--- config.mk ---
export PLATFORM = sky130hd
export DESIGN_NAME = prg_rom_loader
export DESIGN_NICKNAME = d
export VERILOG_FILES = /design/src/rtl/prg_rom_loader.sv
export SDC_FILE = /design/constraint.sdc
export NUM_CORES = 1
export LEC_CHECK = 0
export BUFFER_PORTS_ARGS = -buffer_cell sky130_fd_sc_hd__buf_2
export CORE_MARGIN = 4
export CORE_UTILIZATION = 35
export CTS_CLUSTER_DIAMETER = 40
export DETAILED_ROUTE_END_ITERATION = 8
export PLACE_DENSITY = 0.57
export SLEW_MARGIN = 10
export SYNTH_ARGS = -nofsm -noshare
export SYNTH_HDL_FRONTEND = slang
export SYNTH_SLANG_ARGS = --single-unit
--- constraint.sdc ---
create_clock -name clk -period 2.45 [get_ports clk]
set_input_delay 0.245 -clock clk [delete_from_list [all_inputs] [get_ports clk]]
set_output_delay 0.245 -clock clk [all_outputs]
set_load 0.01 [all_outputs]
--- src/rtl/prg_rom_loader.sv ---
// Boot loader: parses an iNES header, then streams a 16 KB NROM PRG image into ROM.
// Optional macro PRG_LOADER_CHR_EN adds a CHR write port; otherwise CHR bytes are discarded.
module prg_rom_loader (
  input  logic        clk,
  input  logic        rst,
  input  logic [7:0]  in_data,
  input  logic        in_valid,
  output logic        in_ready,
  output logic        wr_en,
  output logic [13:0] wr_addr,
  output logic [7:0]  wr_data,
  output logic        mirror_v,
  output logic        done,
  output logic        error,
  output logic        cpu_hold
`ifdef PRG_LOADER_CHR_EN
  ,
  output logic        chr_wr_en,
  output logic [12:0] chr_wr_addr,
  output logic [7:0]  chr_wr_data
`endif
);

  typedef enum logic [2:0] {
    S_HDR, S_TRN, S_PRG, S_CHR, S_DONE, S_ERR
  } state_t;

  state_t      state, state_nx;
  logic [3:0]  hcnt;
  logic [8:0]  tcnt;
  logic [13:0] pcnt;
  logic [12:0] ccnt;
  logic        trainer;
  logic        chr_present;
  logic        hdr_ok;
  logic        accept;

  assign in_ready = (state != S_DONE) && (state != S_ERR);
  assign accept   = in_valid && in_ready;
  assign error    = (state == S_ERR);
  assign cpu_hold = ~done;

  // Header byte validation: magic, one PRG bank, at most one CHR bank, mapper 0.
  always_comb begin
    hdr_ok = 1'b1;
    case (hcnt)
      4'd0:    hdr_ok = (in_data == 8'h4E);
      4'd1:    hdr_ok = (in_data == 8'h45);
      4'd2:    hdr_ok = (in_data == 8'h53);
      4'd3:    hdr_ok = (in_data == 8'h1A);
      4'd4:    hdr_ok = (in_data == 8'h01);
      4'd5:    hdr_ok = (in_data <= 8'h01);
      4'd6:    hdr_ok = (in_data[7:4] == 4'h0);
      4'd7:    hdr_ok = (in_data[7:4] == 4'h0);
      default: hdr_ok = 1'b1;
    endcase
  end

  always_comb begin
    state_nx = state;
    case (state)
      S_HDR: begin
        if (accept) begin
          if (!hdr_ok)
            state_nx = S_ERR;
          else if (hcnt == 4'd15)
            state_nx = trainer ? S_TRN : S_PRG;
        end
      end
      S_TRN: if (accept && tcnt == 9'd511) state_nx = S_PRG;
      S_PRG: if (accept && pcnt == 14'h3FFF) state_nx = chr_present ? S_CHR : S_DONE;
      S_CHR: if (accept && ccnt == 13'h1FFF) state_nx = S_DONE;
      default: state_nx = state;
    endcase
  end

  always_ff @(posedge clk) begin
    if (rst) begin
      state       <= S_HDR;
      hcnt        <= '0;
      tcnt        <= '0;
      pcnt        <= '0;
      ccnt        <= '0;
      trainer     <= 1'b0;
      chr_present <= 1'b0;
      mirror_v    <= 1'b0;
      wr_en       <= 1'b0;
      wr_addr     <= '0;
      wr_data     <= '0;
      done        <= 1'b0;
    end else begin
      state <= state_nx;
      done  <= (state == S_DONE);
      wr_en <= accept && (state == S_PRG);
      if (accept) begin
        case (state)
          S_HDR: begin
            hcnt <= hcnt + 4'd1;
            if (hcnt == 4'd5) chr_present <= in_data[0];
            if (hcnt == 4'd6) begin
              mirror_v <= in_data[0];
              trainer  <= in_data[2];
            end
          end
          S_TRN: tcnt <= tcnt + 9'd1;
          S_PRG: begin
            pcnt    <= pcnt + 14'd1;
            wr_addr <= pcnt;
            wr_data <= in_data;
          end
          S_CHR: ccnt <= ccnt + 13'd1;
          default: ;
        endcase
      end
    end
  end

`ifdef PRG_LOADER_CHR_EN
  // CHR writes mirror the PRG port timing, addressed by the CHR byte count.
  always_ff @(posedge clk) begin
    if (rst) begin
      chr_wr_en   <= 1'b0;
      chr_wr_addr <= '0;
      chr_wr_data <= '0;
    end else begin
      chr_wr_en <= accept && (state == S_CHR);
      if (accept && state == S_CHR) begin
        chr_wr_addr <= ccnt;
        chr_wr_data <= in_data;
      end
    end
  end
`endif

endmodule

==> flow_summary.yaml, run 1 <==
route:
  m1WireLength_um: 3080
  topRoutingLayerUsed: "met4"
  wl_met2_um: 2920
  drtIter0Drc: 197
  routed_via_density: 4.90
  via_count: 2586
  firstDrtPassIters: 4
  antenna_left: 0
  wirelength_um: 6360
  drc: 0
  routed-wl-met3_um: 304
  wire_per_inst_um: 12.0
placement:
  placed_cells: 512
  gp_congestion: 0.852
  pre_cts_ws_ns: 0.0300
  io_buffers: 38
  dp_hpwl_um: 4520
status:
  outcome: "finished clean"
clocking:
  cts_sinks: 70
  numCtsBuffers: 9
  tritoncts: "done"
  clock_latency_ns: 0.34
  clockBufferDepth: 2
  htree_num_levels: 3
  clk_pin_slew_worst_paths_ns: 0.07
  ctsRootBufferMaster: "clkbuf_8"
sta:
  slew_violations: 0
  layout_min_cycle_time_ns: 2.25
  grt_setup_unrepaired: "no"
  worst_pin_slew_ns: 0.839
  max_slew_margin_pct: 44.1
  tns_ns: 0
  post-route-period-util_pct: 91.7
  hold_ws_ns: 0.156
  setup_slack_ns: 0.203
  clock.fmax_mhz: 445
  setup_viol: 0
  hold_viol: 0
  skew_ns: 0.00952
synth:
  ys_ff_latch: 70
  ys.warnings.count: 0
  synth_common_cells: "72 x nand2_1, 70 x dfxtp_1, 42 x nor2_1"
  synth_area_um2: 3130
  muxShareOfSynthArea_pct: 1.28
  synth_top_area_share_pct: 44.7
  synthAdderAreaFrac_pct: 3.20
  synth-seq-area-share_pct: 44.7
  synth_cell_types: 47
  synth.most_common_cell: "nand2_1"
  synth_top_family_by_area: "simple AND/OR/NAND/NOR gates"
  netlist_top_cells_area: "dfxtp_1 45%, nand2_1 8.6%, a21oi_1 6.2%, xor2_1 5.9%, nor2_1 5.0%"
  yosysTopAreaCell: "dfxtp_1"
  synthCells: 379
  synth_xor_area_share_pct: 8.11
  syn_nets: 398
  synth-edff-count: 0
  synth_compound_area_share_pct: 12.5
  synth_area_per_cell_um2: 8.26
  ys_async_sr_fraction_pct: 0
  synth_ff_type: "dfxtp_1"
  synthSimpleGateAreaFrac_pct: 26.8
hold_path:
  whs_path_depth: 3
  holdPathEnd: "wr_data[7]"
  hold_class: "in -> reg"
  hold_path_startpoint: "in_data[7]"
global_routing:
  grt_usage_pct: 12.7
  antenna_found_initial: 0
  grt_pass1_vias: 2313
  grt_overflow_total: 0
  grt_pass1_wl_um: 10600
  grt_max_degree: 33
worst_setup_path:
  worst_setup_path_end_kind: "flip-flop"
  ff2ff_path_depth: 9
  worstPathRequired_ns: 2.66
  start_kind: "flip-flop"
  r2r-start: "hcnt[0]"
  path_class: "reg -> reg"
  cp_max_fo: 7
  r2r_end: "state[0]"
  r2r_slack_ns: 0.20
  critical_path_arrival_ns: 2.45
floorplan:
  die_w_um: 103
  start_util_pct: 35.9
  row_count: 34
  die-area_um2: 10500
  die_h_um: 103
  ios: 39
  core-area_um2: 8720
finish:
  n_fill_cell: 886
  diodes: 0
  final_nets: 435
  syn2layout_area_growth_pct: 17.5
  layout-drive-gt1-share_pct: 17.6
  stdcell_count: 528
  final-seq-area_um2: 1410
  multi_input_area_um2: 1650
power_and_ir_drop:
  power_density_nw_per_um2: 764
  totalPowerFinal_w: 0.00281
  peakVddDrop_mv: 0.356
  p_leak_nw: 1.39
run:
  maxCapViolations: 0
==> report_power, final <==
part / switching (W) / internal [W]
clock: 0.000423 / 0.000567
combinational: 0.000308 / 0.000246
sequential: 0.0000781 / 0.00119
==> metrics by stage <==
step / utilization [%] / area (um^2)
floorplan: - / 3130
finish: 42.2 / 3680
CTS: 41.8 / 3640
detailed placement: 39.3 / 3430
global route: 42.2 / 3680
global placement: 39.3 / 3430
==> worst max path at each step <==
stage          slack, ns        to     from
2_1_floorplan       0.30  state[0]  hcnt[0]
3_3_place_gp        0.18  state[0]  hcnt[0]
6_report            0.20  state[0]  hcnt[0]
3_5_place_dp        0.03  state[0]  hcnt[0]
4_1_cts             0.01  state[0]  hcnt[0]
5_1_grt             0.02  state[0]  hcnt[1]
==> flip-flops by register name (all words and copies together) (netlist names) <==
signal and count:
pcnt 14, wr_addr 14, ccnt 13, tcnt 9, wr_data 8, hcnt 4
state 3, chr_present 1, done 1, mirror_v 1, trainer 1, wr_en 1
==> worst max-delay path: stages (launching register included) <==
cell,delay [ns]
dfxtp_4,0.38
inv_1,0.07
ha_2,0.23
nor2b_1,0.12
o21ai_0,0.11
a2111oi_2,0.41
a31oi_2,0.18
a2111o_1,0.41
o211ai_1,0.09
a311oi_1,0.10
==> what timing repair did <==
| item | in CTS | in global routing |
|---|---|---|
| setup endpoints to repair | 0 | 3 |
| hold buffers | 0 | 0 |
| gates resized for setup | 0 | 8 |
| buffers inserted | 0 | 1 |
==> area by class of cell <==
class / instances / area share (%)
clock buffers: 9 / 3.37
clock inverters: 6 / 2.38
inverters: 7 / 0.714
multi-input cells: 282 / 44.9
flip-flops and latches: 70 / 38.2
well taps: 108 / 3.67
repair buffers: 46 / 6.80
==> layout by cell type, fill, tap and decap left out, types with 3 or more instances in the layout <==
cell type	instances
inv_1	7
clkbuf_8	9
nand3_1	9
nand2b_1	5
and3_1	5
o21ai_0	8
and2_1	3
xnor2_1	8
a21oi_1	39
ha_1	6
nor2b_1	4
nor2_1	42
buf_4	8
mux2i_1	4
buf_2	38
or3_1	8
nand4_1	11
dfxtp_1	69
xor2_1	21
nor2_2	3
nand2_1	72
==> cell families after synthesis <==
kind of cell,count (synthesis)
DFF,70
buffers and inverters,27
and+or+nand+nor,177
adders and majority gates,8
AOI/OAI and AO/OA,64
muxes,4
xor gates and xnor gates,29
==> metal layers <==
metal | track usage [%] | vias up
met3 | 5.35 | 7
li1 | - | 1361
met4 | 2.93 | 0
met1 | 15.9 | 1175
met5 | 0 | -
met2 | 20.2 | 43
Note: power is estimated with default switching activity, not from simulation.
==> inputs of run 2 (changes only) <==
--- a/config.mk
+++ b/config.mk
@@ -5,7 +5,9 @@
 export SDC_FILE = /design/constraint.sdc
 export NUM_CORES = 1
 export LEC_CHECK = 0
+export ABC_AREA = 1
 export BUFFER_PORTS_ARGS = -buffer_cell sky130_fd_sc_hd__buf_2
+export CORE_ASPECT_RATIO = 0.6
 export CORE_MARGIN = 4
 export CORE_UTILIZATION = 35
 export CTS_CLUSTER_DIAMETER = 40
==> run 2 against run 1 <==
Clock power increased by 32%. Worst hold slack gained 0.056 ns. Die area is 4.3% higher. Critical path type unchanged. Area after synthesis rose by 4.2%. Highest routed layer unchanged. Largest power group unchanged. Sequential power is 6% higher. Critical endpoint unchanged.
==> flow_summary.yaml, run 2 <==
status:
  outcome: "finished clean"
worst_setup_path:
  critical_path_arrival_ns: 2.31
  worstPathRequired_ns: 2.72
  r2r_slack_ns: 0.41
  crit_start: "tcnt[0]"
  r2r-start: "tcnt[0]"
  cp_max_fo: 4
  path_class: "reg -> reg"
  ff2ff_path_depth: 14
  start_kind: "flip-flop"
  worst_setup_path_end_kind: "flip-flop"
  endpoint: "state[0]"
  r2r_end: "state[0]"
global_routing:
  grt_pass1_vias: 2654
  top_usage_layer: "met1"
  grt_pass1_wl_um: 12800
  grt_usage_pct: 14.7
  use_met2_pct: 20.1
  use_met3_pct: 4.70
  met1_usage_pct: 21.7
  grt_max_degree: 34
  grt_overflow_total: 0
  antenna_found_initial: 0
floorplan:
  start_util_pct: 37.1
  die-area_um2: 11000
  die_h_um: 82.8
  die_w_um: 133
  row_count: 26
  core-area_um2: 8780
  ios: 39
synth:
  synth.most_common_cell: "nand2_1"
  synthCells: 457
  synth_cell_types: 35
  ys_ff_latch: 70
  synth_top_area_share_pct: 43.0
  synth_area_per_cell_um2: 7.14
  ys_async_sr_fraction_pct: 0
  synth_ff_type: "dfxtp_1"
  synth_common_cells: "73 x nand2_1, 70 x dfxtp_1, 65 x inv_1"
  netlist_top_cells_area: "dfxtp_1 43%, nand2_1 8.4%, inv_1 7.5%, o21ai_0 7.4%, a21oi_1 7.2%"
  synth_area_um2: 3260
  ys.warnings.count: 0
  synth-edff-count: 0
  syn_nets: 476
  yosysTopAreaCell: "dfxtp_1"
  synth-seq-area-share_pct: 43.0
finish:
  diodes: 0
  multi_input_area_um2: 1560
  n_fill_cell: 894
  final_common_cell: "nand2_1"
  syn2layout_area_growth_pct: 19.0
  final-seq-area_um2: 1400
  final_nets: 516
  layout-drive-gt1-share_pct: 14.5
  layout_common_cells: "73 x nand2_1, 70 x dfxtp_1, 65 x inv_1"
  finalInstanceArea_um2: 3880
  final_util_pct: 44.2
  reg_top3: "pcnt (14), wr_addr (14), ccnt (13)"
placement:
  pre_cts_ws_ns: 0.426
  gp_congestion: 0.830
  io_buffers: 38
  post_dp_cell_area_um2: 3580
  dp_hpwl_um: 5430
clocking:
  cts_sinks: 70
  clockBufferDepth: 2
  htree_num_levels: 3
  clk_pin_slew_worst_paths_ns: 0.05
  cts.hold.buffers_added: 0
  post-cts-setup-buffer-count: 0
  ctsRootBufferMaster: "clkbuf_16"
  cts_resized: 0
  clock_latency_ns: 0.33
  tritoncts: "done"
  numCtsBuffers: 9
route:
  firstDrtPassIters: 5
  drc: 0
  wire_per_inst_um: 12.2
  drtIter0Drc: 248
  antenna_left: 0
  via_count: 2990
  routed_via_density: 4.87
  wirelength_um: 7490
hold_path:
  hold_class: "in -> reg"
sta:
  slew_violations: 0
  setup_slack_ns: 0.408
  max_slew_margin_pct: 65.0
  worst_pin_slew_ns: 0.524
  grt_setup_unrepaired: "no"
  hold_viol: 0
  layout_min_cycle_time_ns: 2.04
  skew_ns: 0.00549
  post-route-period-util_pct: 83.3
  tns_ns: 0
  hold_ws_ns: 0.212
  clock.fmax_mhz: 490
  setup_viol: 0
run:
  maxCapViolations: 0
power_and_ir_drop:
  p_leak_nw: 1.63
  power.internal_w: 0.00235
  p_comb_share_pct: 22.1
  seqPwrFrac_pct: 39.4
  power_density_nw_per_um2: 874
  clkPwrFrac_pct: 38.5
  peakVddDrop_mv: 0.499
  p_switching_w: 0.00105
  swShare_pct: 30.8
==> run 2: cell count changes after synthesis, moves of 10 or more <==
cell | before | now
o21ai_0 | 8 | 48
nor2_1 | 42 | 52
nor3_1 | 2 | 17
inv_1 | 7 | 65
xor2_1 | 21 | 1
nand3_1 | 9 | 23
==> run 2: power by group through the flow <==
stage	sequential (W)	combinational, W	clock, W
after floorplan	0.00137	0.000501	0
after global placement	0.00136	0.000740	0
after detailed placement	0.00136	0.000740	0
after CTS	0.00134	0.000743	0.00134
after global routing	0.00135	0.000858	0.00140
final	0.00134	0.000748	0.00131
==> run 2: worst max-delay path, stage by stage (launching register included) <==
cell and delay [ns]:
dfxtp_1 0.37, ha_1 0.16, inv_1 0.06, nor4_1 0.30
nand2_1 0.08, nor2_1 0.10, ha_1 0.14, inv_1 0.04
o211ai_1 0.17, nand2_1 0.08, nor2_2 0.13, nand3_1 0.14
nand2_1 0.08, nand2_1 0.04, nor2_1 0.08
==> run 2: worst min-delay path by stage <==
stage	from	end	cells after the start
after floorplan	in_data[6]	wr_data[6]	2
after global placement	ccnt[12]	ccnt[12]	1
after detailed placement	ccnt[12]	ccnt[12]	1
after CTS	in_data[6]	wr_data[6]	3
after global routing	in_data[6]	wr_data[6]	3
final	in_data[5]	wr_data[5]	3
==> run 2: cell families (layout without fill, tap and decap cells) <==
group	Yosys count	in the layout	synth area share (%)
and+or+nand+nor	192	192	27.3
AOI/OAI and AO/OA	106	106	17.0
buffers and inverters	79	124	9.13
DFF	70	70	43.0
adders and majority gates	8	8	3.07
xor gates and xnor gates	2	2	0.537
==> run 2: through the flow <==
step | std cells | power, W
2_1_floorplan | 457 | 0.00187
3_3_place_gp | 598 | 0.00210
3_5_place_dp | 598 | 0.00210
4_1_cts | 614 | 0.00341
5_1_grt | 614 | 0.00361
6_report | 614 | 0.00339
==> run 2: routing by layer <==
layer,vias up,wire length (um)
li1,1574,-
met1,1327,4210
met2,82,2740
met3,7,475
met4,0,65
met5,-,0
==> run 2: final cells by class <==
| cell class | instances | share of cell area, % |
|---|---|---|
| Multi-Input combinational cell | 308 | 40.3 |
| Sequential cell | 70 | 36.1 |
| Clock buffer | 12 | 6.61 |
| Inverter | 67 | 6.48 |
| Timing Repair Buffer | 41 | 5.80 |
| Tap cell | 112 | 3.61 |
| Clock inverter | 4 | 1.16 |
